**src/rtl/teclado_clave.sv**
```systemverilog
// Keypad PIN entry: collects four BCD digits and delivers them to the access
// controller with a one-cycle clave_lista strobe; aborted entries pulse error_entrada.
module teclado_clave #(
  parameter int TIMEOUT_CYCLES = 1000,
  parameter int TIMER_W        = 16
) (
  input  logic        clock,
  input  logic        reset,
  input  logic        habilitar,
  input  logic        tecla_valida,
  input  logic [3:0]  tecla,
  output logic [15:0] clave_ingresada,
  output logic        clave_lista,
  output logic [2:0]  digitos_cnt,
  output logic        error_entrada,
  output logic [1:0]  estado_dbg
);

  typedef enum logic [1:0] {
    IDLE    = 2'd0,
    CAPTURA = 2'd1,
    ENTREGA = 2'd2
  } estado_t;

  localparam logic [TIMER_W-1:0] TIMER_MAX = TIMER_W'(TIMEOUT_CYCLES - 1);

  estado_t              estado;
  logic [15:0]          shreg;
  logic [TIMER_W-1:0]   timer;
  logic                 es_digito, es_borrar, es_enter;

  // Handshake: tecla_valida is a one-cycle strobe with no ready; the block
  // accepts every strobe and simply ignores keys in states that do not use them.
  assign es_digito  = tecla_valida && (tecla <= 4'h9);
  assign es_borrar  = tecla_valida && (tecla == 4'hA);
  assign es_enter   = tecla_valida && (tecla == 4'hB);
  assign estado_dbg = estado;

  always_ff @(posedge clock or negedge reset) begin
    if (!reset) begin
      estado          <= IDLE;
      shreg           <= 16'h0000;
      digitos_cnt     <= 3'd0;
      timer           <= '0;
      clave_ingresada <= 16'h0000;
      clave_lista     <= 1'b0;
      error_entrada   <= 1'b0;
    end else begin
      clave_lista   <= 1'b0;
      error_entrada <= 1'b0;
      case (estado)
        IDLE: begin
          if (habilitar) begin
            estado      <= CAPTURA;
            shreg       <= 16'h0000;
            digitos_cnt <= 3'd0;
            timer       <= '0;
          end
        end
        CAPTURA: begin
          if (!habilitar) begin
            estado      <= IDLE;
            shreg       <= 16'h0000;
            digitos_cnt <= 3'd0;
            timer       <= '0;
            if (digitos_cnt != 3'd0) error_entrada <= 1'b1;
          end else if (es_digito) begin
            timer <= '0;
            if (digitos_cnt < 3'd4) begin
              shreg       <= {shreg[11:0], tecla};
              digitos_cnt <= digitos_cnt + 3'd1;
            end else begin
              error_entrada <= 1'b1;
            end
          end else if (es_borrar) begin
            shreg       <= 16'h0000;
            digitos_cnt <= 3'd0;
            timer       <= '0;
          end else if (es_enter) begin
            timer <= '0;
            if (digitos_cnt == 3'd4) begin
              clave_ingresada <= shreg;
              clave_lista     <= 1'b1;
              estado          <= ENTREGA;
            end else begin
              error_entrada <= 1'b1;
              shreg         <= 16'h0000;
              digitos_cnt   <= 3'd0;
            end
          end else if (digitos_cnt != 3'd0) begin
            // Codes 0xC-0xF land here too: they count as inactivity.
            if (timer == TIMER_MAX) begin
              shreg         <= 16'h0000;
              digitos_cnt   <= 3'd0;
              timer         <= '0;
              error_entrada <= 1'b1;
            end else begin
              timer <= timer + TIMER_W'(1);
            end
          end
        end
        ENTREGA: begin
          shreg       <= 16'h0000;
          digitos_cnt <= 3'd0;
          timer       <= '0;
          estado      <= habilitar ? CAPTURA : IDLE;
        end
        default: estado <= IDLE;
      endcase
    end
  end

endmodule

```
**config.mk**
```make
export PLATFORM = sky130hd
export DESIGN_NAME = teclado_clave
export DESIGN_NICKNAME = d
export VERILOG_FILES = /design/src/rtl/teclado_clave.sv
export SDC_FILE = /design/constraint.sdc
export NUM_CORES = 1
export LEC_CHECK = 0
export CELL_PAD_IN_SITES_DETAIL_PLACEMENT = 1
export CELL_PAD_IN_SITES_GLOBAL_PLACEMENT = 2
export CORE_ASPECT_RATIO = 0.6
export CORE_MARGIN = 10
export CORE_UTILIZATION = 39
export DETAILED_ROUTE_END_ITERATION = 16
export PLACE_DENSITY_LB_ADDON = 0.1
export SYNTH_ARGS = -nofsm -noshare
export SYNTH_HDL_FRONTEND = slang
export SYNTH_SLANG_ARGS = --single-unit
```
**constraint.sdc**
```tcl
create_clock -name clock -period 4.2 [get_ports clock]
set_clock_uncertainty 0.1 [all_clocks]
set_input_delay 0.84 -clock clock [delete_from_list [all_inputs] [get_ports clock]]
set_output_delay 0.84 -clock clock [all_outputs]
set_load 0.01 [all_outputs]
```
After elaboration in Yosys (flattened, before gate mapping)
Index checks and enable logic that the tools add are counted.
{"block": "classes", "add_sub_neg": 2, "order_cmp": 2, "eq_ne": 15, "n_mux": 51, "bitwise_logic": 2, "n_reduce_logical": 10}
{"cell": "16-bit two-way mux", "count": 15}
{"cell": "16-bit one-hot mux with 3 select lines", "count": 2}
{"cell": "3-bit two-way mux", "count": 9}
{"cell": "6-bit != test (second input constant)", "count": 3}
{"cell": "1-bit two-way mux", "count": 17}
{"cell": "16-bit by 1-bit adder with 16-bit output (second input constant)", "count": 1}
{"cell": "16-bit by 10-bit equality test with 1-bit output (second input constant)", "count": 1}
{"cell": "2-bit two-way mux", "count": 6}
{"cell": "3-bit != test (second input constant)", "count": 4}
{"cell": "6-bit AND reduction", "count": 2}
{"cell": "3-bit one-hot mux with 3 select lines", "count": 1}
{"cell": "4-bit equality test (second input constant)", "count": 2}
{"cell": "2-bit one-hot mux with 3 select lines", "count": 1}
{"cell": "3-bit nonzero test", "count": 2}
{"cell": "5-bit AND reduction", "count": 1}
{"cell": "4-bit <= comparator (second input constant)", "count": 1}
{"cell": "4-bit != test (second input constant)", "count": 1}
{"cell": "3-bit by 1-bit adder with 3-bit output (second input constant)", "count": 1}
{"cell": "3-bit equality test (second input constant)", "count": 1}
{"cell": "1-bit logical AND", "count": 3}
{"cell": "3-bit < comparator (second input constant)", "count": 1}
{"cell": "3-bit AND reduction", "count": 1}
{"cell": "2-bit by 1-bit equality test with 1-bit output (second input constant)", "count": 1}
{"cell": "2-bit equality test (second input constant)", "count": 1}
{"cell": "other kinds (3)", "count": 4}
{"block": "totals", "ff_bits": 55, "inputBits": 8, "output_inout_bits": 23, "word_cells": 89}

Longest topological paths before layout
{"block": "depth", "depth_word": 8, "ltp_mapped": 9, "ltp_nobuf": 7}

Worst setup path before layout
No wires, ideal clock.
{"block": "synth_path", "path_type": "in2reg", "startpoint": "input tecla[2]", "endpoint": "register clave_ingresada[10]", "setup_ns": 0.125, "arrival_time_ns": 2.568, "required_ns": 3.975, "path_slack_ns": 1.407, "cell_stages": 5, "n_path_buf": 1, "cell_sequence": "and4b_1 nand2_1 nor4_2 clkbuf_1 mux2_2"}
{"block": "synth_between", "elab_chain_len": 4, "elab_cells_between_ends": 9, "cone_classes": "order compare (1); eq/ne (2); bitwise (2); reduce/logical (4)"}
{"element": "from (decl)", "line_no": "11", "source": "input logic [3:0] tecla,"}
{"element": "4-bit <= comparator or 4-bit equality test (tied branches)", "line_no": "34, 35"}
{"element": "1-bit logical AND, on equally long branches", "line_no": "34, 35"}
{"element": "1-bit NOT (no line)"}
{"element": "6-bit AND reduction (no line) *"}
{"element": "to (signal assigned)", "line_no": "82", "source": "clave_ingresada <= shreg;"}
{"element": "to (decl)", "line_no": "12", "source": "output logic [15:0] clave_ingresada,"}
Mark *: on every way between the ends. The rest lies on a longest branch, timed or not.
A chain may end at the register's enable or synchronous reset.

Worst setup path after layout
{"block": "layout_path", "startpoint": "input habilitar", "endpoint": "register digitos_cnt[0]"}
{"block": "layout_between", "elab_chain_len": 2, "elab_cells_between_ends": 8, "cone_classes": "eq/ne (5); mux (2); reduce/logical (1)"}
{"element": "from (decl)", "line_no": "9", "source": "input logic habilitar,"}
{"element": "6-bit != test (no line) (tied with other cells)"}
{"element": "6-bit AND reduction (no line) or 3-bit one-hot mux with 3 select lines (tied branches)"}
{"element": "to (signal assigned)", "line_no": "71", "source": "digitos_cnt <= digitos_cnt + 3'd1;"}
{"element": "to (decl)", "line_no": "14", "source": "output logic [2:0] digitos_cnt,"}
Several ways; a longest one is shown, not always the timed one.

==> results.md <==
| Group | Item | This run |
|---|---|---|
| routing | Number of vias per cell | 5.76 |
| grt | Antenna violations before repair | 0 |
| timing | Post-layout min period | 3.18 ns |
| clocking | Root cell of the clock tree | clkbuf_8 |
| yosys | FF+latch count, synth | 55 |
| clocking | Max Buffers Root-to-Sink | 2 |
| worst setup path | Maximum fanout along the worst path | 19 |
| timing | Accumulated negative setup slack | 0 ns |
| die | Floorplan die height | 82 um |
| routing | Routed wire per std cell | 19.7 um |
| yosys | Total of warnings raised by yosys | 0 |
| grt | Largest net degree at the start of global routing | 46 |
| clocking | Clk sink count | 55 |
| timing | Final number of hold-violating endpoints | 0 |
| clocking | Register clock-pin slew on the reported worst setup and hold paths | 0.10 ns |
| power and ir drop | Total power consumption of the routed design | 0.991 mW |
| die | Die Area | 0.0101 mm^2 |
| worst setup path | Type of the worst setup path | input pin to register |
| clocking | Clk_lat worst skew | 0.32 ns |
| timing | Period utilization | 75.8% |
| clocking | Gates resized, CTS repair | 0 |
| final layout | Area added between synthesis and finish | 21.0% |
| yosys | Main synth FF type | dfrtp_1 |
| power and ir drop | Worst IR drop on VDD | 0.000141 V |
| final layout | Final core occ | 49.0% |
| worst setup path | Nature of the critical path startpoint | input pin |
| final layout | Number of diodes added for antenna fixing | 0 |
| final layout | Multi-input gate area | 0.00107 mm^2 |
| worst setup path | Required time of the critical path | 4.30 ns |
| yosys | Post-synth net total | 224 |
| power and ir drop | Cell area power density | 328 mW/mm^2 |
| power and ir drop | Standby leakage power | 1.33 nW |
| die | Core area | 0.00617 mm^2 |
| run status | Status | complete, no violations |
| die | Total I/O pin count | 31 |
| clocking | Buffers inserted by post-CTS timing repair | 0 |
| die | Standard-cell rows | 22 |
| yosys | Sequential-to-total area share from yosys stat | 55.1% |
| clocking | Number of buffers added by the clock tree synthesis step | 5 |
| timing | Number of pins with negative max-slew slack in the final report | 0 |
| timing | RSZ-0062 raised after global routing | no |
| worst hold path | Worst min-delay path category | register to register |
| yosys | Post-synth EDFFs | 0 |
| die | Starting density of the core | 40.5% |
| routing | DRT Pass-1 Iters | 4 |
| yosys | FFs w/ async S/R, synth | 100% |
| final layout | Layout Nets | 257 |
| timing | Timing-limited maximum frequency | 0.314 GHz |
| placed design | # port buffers | 30 |
| final layout | Sequential cell area | 0.00138 mm^2 |
| routing | Iteration-0 DRC Markers | 95 |
| yosys | Synthesized area per cell | 11.7 um^2 |
| placed design | DP HPWL | 4.68 mm |
| routing | Via count of the routed design | 1907 |
| worst setup path | Endpoint type of the worst setup path | register |
| timing | Setup violators final | 0 |
| grt | Wire length of the first global-routing pass | 11.1 mm |
| worst setup path | Arrival @ worst endpoint | 3.28 ns |
| yosys | Syn Inst Count | 213 |
| routing | Number of design rule violations left after detail routing | 0 |
| timing | Actual slew at the worst max-slew pin | 1.02 ns |
| yosys | Netlist area before placement | 0.00250 mm^2 |
| yosys | Post-synthesis cell type count | 45 |
| clocking | Hold buffers post-CTS | 0 |
| worst setup path | Register-to-register setup slack | 1.38 ns |
| placed design | Gp weighted congestion | 0.803 |
| clocking | Clock tree from TritonCTS | yes |
| clocking | H-tree levels | 2 |
| grt | Vias in the first global route | 2061 |
| final layout | Fillers | 657 |
| die | Width of the die | 123 um |
| routing | Total wire length after detailed routing | 6.52 mm |
| run | Maximum capacitance violations | 0 |
| final layout | Fraction of layout instances using a drive strength above 1 | 18.6% |
| grt | Remaining Overflow, GRT | 0 |
| timing | Max-slew headroom at the worst pin | 31.8% |
| grt | Total global-route track usage | 14.0% |
| routing | Antenna viol nets, final | 0 |
## cells in the mapped netlist (all sizes together) (3+ instances only)
cell type | count | area, um^2
a21oi | 3 | 15.0
nor4 | 4 | 46.3
a21o | 3 | 25.0
o21ai | 15 | 75.1
clkbuf | 8 | 30.0
ha | 3 | 37.5
mux2 | 18 | 203
nor2 | 8 | 37.5
a31oi | 7 | 43.8
inv | 4 | 15.0
nand2 | 15 | 56.3
nor3 | 5 | 25.0
nand4 | 3 | 18.8
dfrtp | 55 | 1380
a41oi | 4 | 35.0
a22o | 20 | 179
nand3 | 13 | 65.1
## state kept, by name, indices dropped and copies added (netlist names)
signal,count
clave_ingresada,16
clave_lista,1
digitos_cnt,3
error_entrada,1
estado_dbg,2
shreg,16
timer,16
## area by class of cell
type	count	area share (%)
tap	84	3.48
inverter	4	0.496
multi-input combinational	144	35.3
timing repair buffer	36	11.3
clock buffer	6	2.73
sequential	55	45.5
clock inverter	2	1.28
## routing by layer
metal	track usage, %	share of wire (%)
met4	3.13	0.68
met5	0	0
met2	21.3	43
met3	4.25	6.8
met1	19.1	49
## critical path, stage by stage
cell and delay (ns):
clkdlybuf4s50_1 0.52, nand2_1 0.25, nor2_1 0.07, a221o_1 0.50, or3_1 0.73, mux2_2 0.38
## report_power, final
group	total (mW)	switching, mW	internal [mW]
Combinational	0.0696	0.0453	0.0243
Clock	0.382	0.185	0.197
Sequential	0.540	0.00558	0.534
## cells in the final DEF (no fill, tap or decap), types with 2 or more instances in the layout
master / netlist / layout
nor4_4: 1 / 2
clkdlybuf4s50_1: 0 / 29
o21ai_0: 15 / 15
a21oi_1: 3 / 3
a41oi_1: 4 / 4
mux2_2: 18 / 18
nor2_1: 7 / 7
a31oi_1: 7 / 7
ha_1: 3 / 3
a211oi_1: 2 / 2
a22o_1: 17 / 17
clkbuf_8: 0 / 6
and3_1: 2 / 2
a22o_2: 3 / 3
a21o_2: 2 / 2
buf_4: 0 / 6
nand2_1: 15 / 15
nand3_1: 13 / 13
nand4_1: 3 / 3
inv_1: 4 / 4
nor3_1: 5 / 5
dfrtp_1: 55 / 55
## cells by family after synthesis
| family | after synthesis | share of synthesized area (%) |
|---|---|---|
| xor gates and xnor gates | 1 | 0.351 |
| muxes | 19 | 8.51 |
| DFF | 55 | 55.1 |
| and+or+nand+nor | 63 | 14.7 |
| AOI/OAI and AO/OA | 58 | 17.0 |
| adders and majority gates | 3 | 1.50 |
| buffers and inverters | 14 | 2.85 |
## worst paths after layout
kind                           start  cells past startpoint              to
max                        habilitar                      6  digitos_cnt[0]
min                         timer[8]                      1        timer[8]
max reg2reg                timer[13]                      6  digitos_cnt[0]
min reg2reg                 timer[8]                      1        timer[8]
max in group asynchronous      reset                      2        shreg[2]
min in group asynchronous      reset                      1       timer[15]
## metrics by stage
step | std cells | instance area [um^2] | setup slack, ns | hold slack [ns]
after global routing | 331 | 3020 | 0.880 | 0.437
after CTS | 331 | 3020 | 1.03 | 0.410
after floorplan | 213 | 2500 | 1.41 | 0.351
after global placement | 323 | 2900 | 0.811 | 0.387
final | 331 | 3020 | 1.02 | 0.407
after detailed placement | 323 | 2900 | 0.677 | 0.395
Power figures use the tool's default switching activity.
==> patch (same flow settings) <==
Change the parameter `TIMEOUT_CYCLES` from 1000 to 500.
--- a/src/rtl/teclado_clave.sv
+++ b/src/rtl/teclado_clave.sv
@@ -2,5 +2,5 @@
 // controller with a one-cycle clave_lista strobe; aborted entries pulse error_entrada.
 module teclado_clave #(
-  parameter int TIMEOUT_CYCLES = 1000,
+  parameter int TIMEOUT_CYCLES = 500,
   parameter int TIMER_W        = 16
 ) (
Formal check against the unedited RTL: no difference found for any inputs over 4 cycles, from zero or initial values and one cycle with reset low; that may be too few to reach the edited logic, so the function may still have changed.
==> patch against the original RTL <==
- combinational power increased by 6.8%
- synthesized cell count is 5.2% higher
- core utilization decreased by 0.46 points
- area after synthesis increased by 1.2%
- register-to-register slack lost 0.02 ns
- design area is 0.50% lower
- power is 5.4% lower
- hold slack got worse by 0.028 ns
- wire length fell by 3.1%
- setup slack improved by 0.27 ns
- sequential cell count did not move
- sequential power about the same
- sequential share of layout area is 0.23 points higher
==> patch: results (changes against the original RTL) <==
{
  "nets": {"value": 267, "change": "was 257"},
  "multiInputGateArea": {"value": 1070, "unit": "sq um", "change": "about the same"},
  "globalplace.congestion": {"value": 0.857, "change": "was 0.803"},
  "ys.flop_type": {"value": "dfrtp_1", "change": "unchanged"},
  "post_route_cells_drive_above_1_share": {"value": 0.144, "change": "was 0.186"},
  "synth_cell_type_count": {"value": 42, "change": "was 45"},
  "critPathArrivalTime": {"value": 3.02, "unit": "ns", "change": "was 3.28 ns"},
  "detail_route.wl_per_cell": {"value": 18.5, "unit": "um", "change": "was 19.7 um"},
  "place_worst_setup_slack": {"value": 0.967, "unit": "ns", "change": "was 0.677 ns"},
  "top_cell_types_by_occurrence_after_synthesis": {"value": "dfrtp_1, a22o_1, nand2_1, o21ai_0, mux2_2", "change": "was dfrtp_1, mux2_2, a22o_1, nand2_1, o21ai_0"},
  "post_synth_xor_area_fraction": {"value": 0, "change": "was 0.00351"},
  "relSlewSlack": {"value": 0.437, "change": "was 0.318"},
  "outcome": {"value": "finished, final reports clean", "change": "unchanged"},
  "peakVddDrop": {"value": 0.151, "unit": "mV", "change": "was 0.141 mV"},
  "number_of_filler_cells_placed_in_the_layout": {"value": 672, "change": "was 657"},
  "first_global_vias": {"value": 1898, "change": "was 2061"},
  "synth_seq_area_share": {"value": 0.544, "change": "was 0.551"},
  "grt_max_degree": {"value": 33, "change": "was 46"},
  "timing.critical_path.slowest_stage_cell": {"value": "clkdlybuf4s50_1", "change": "was or3_1"},
  "synth_top_cells_by_area": {"value": "dfrtp_1, mux2_2, a22o_1, o21ai_0, nand2_1", "change": "was dfrtp_1, mux2_2, a22o_1, o21ai_0, nand3_1"},
  "synth-adder-area-share": {"value": 0.0148, "change": "was 0.0150"},
  "dr.first_iter.drc_count": {"value": 109, "change": "was 95"},
  "synth_compound_area_frac": {"value": 0.168, "change": "was 0.170"},
  "track_usage": {"value": 0.131, "change": "was 0.140"},
  "mappedNetlistNets": {"value": 235, "change": "was 224"},
  "critical-path-max-stage-delay": {"value": 0.58, "unit": "ns", "change": "was 0.73 ns"},
  "critical_path_fanouts_max": {"value": 11, "change": "was 19"},
  "muxShareOfSynthArea": {"value": 0.0871, "change": "was 0.0851"},
  "leakage": {"value": 1.31, "unit": "nW", "change": "was 1.33 nW"},
  "global_route_wire_length_before_repair": {"value": 10.5, "unit": "mm", "change": "was 11.1 mm"},
  "clk_root_buffer_cell": {"value": "clkbuf_8", "change": "unchanged"}
}
==> patch: cell count changes after synthesis, moves of 3 or more <==
cell	before	now
o31ai_1	0	3
mux2i_1	1	4
a22o_2	3	0
nor3_1	5	11
a31oi_1	7	0
inv_1	4	7
a41oi_1	4	0
buf_2	0	3
a21oi_1	3	6
clkbuf_1	8	5
==> patch: final timing paths <==
check / from / end / slack [ns] / cells past startpoint
max in group asynchronous: reset / clave_ingresada[2]$_DFFE_PN0P_ / 2.77 / 2
worst max register to register: timer[13]$_DFFE_PN0P_ / shreg[13]$_DFFE_PN0P_ / 1.36 / 5
worst min register to register: timer[15]$_DFFE_PN0P_ / timer[15]$_DFFE_PN0P_ / 0.38 / 1
min in group asynchronous: reset / timer[7]$_DFFE_PN0P_ / 0.40 / 1
worst min-delay path: timer[15]$_DFFE_PN0P_ / timer[15]$_DFFE_PN0P_ / 0.38 / 1
worst max-delay path: habilitar / timer[5]$_DFFE_PN0P_ / 1.29 / 6
==> patch: layer usage <==
layer	vias to the layer above	share of wire	GRT usage
li1	901	-	-
met1	974	0.52	0.202
met2	48	0.39	0.165
met3	5	0.083	0.0427
met4	0	0.0073	0.0343
met5	-	0	0
==> patch: per-stage QoR <==
step / power [mW] / instances
finish: 0.937 / 341
global route: 0.978 / 341
CTS: 0.947 / 341
detailed placement: 0.627 / 333
global placement: 0.626 / 333
floorplan: 0.591 / 224
==> patch: layout make-up <==
class	instances	area share
Timing Repair Buffer	35	0.111
Sequential cell	55	0.457
Inverter	7	0.00873
Clock inverter	2	0.00541
Tap cell	84	0.0349
Multi-Input combinational cell	152	0.356
Clock buffer	6	0.0274
==> patch: kinds of logic after synthesis <==
kind of cell               Yosys count
DFF                                 55
muxes                               20
and+or+nand+nor                     70
adders and majority gates            3
AOI/OAI and AO/OA                   59
buffers and inverters               17
==> patch: power by group <==
| group | leakage [nW] | internal [mW] | switching [mW] |
|---|---|---|---|
| combinational | 0.502 | 0.0268 | 0.0475 |
| clock | 0.0474 | 0.135 | 0.186 |
| sequential | 0.764 | 0.535 | 0.00671 |
==> patch: worst reg2reg max path, cell delays in order, from the launching register on <==
cell	delay, ns
dfrtp_1	0.44
or4_4	0.57
nor4_4	0.78
o21ai_2	0.12
a21o_1	0.42
a22o_1	0.29
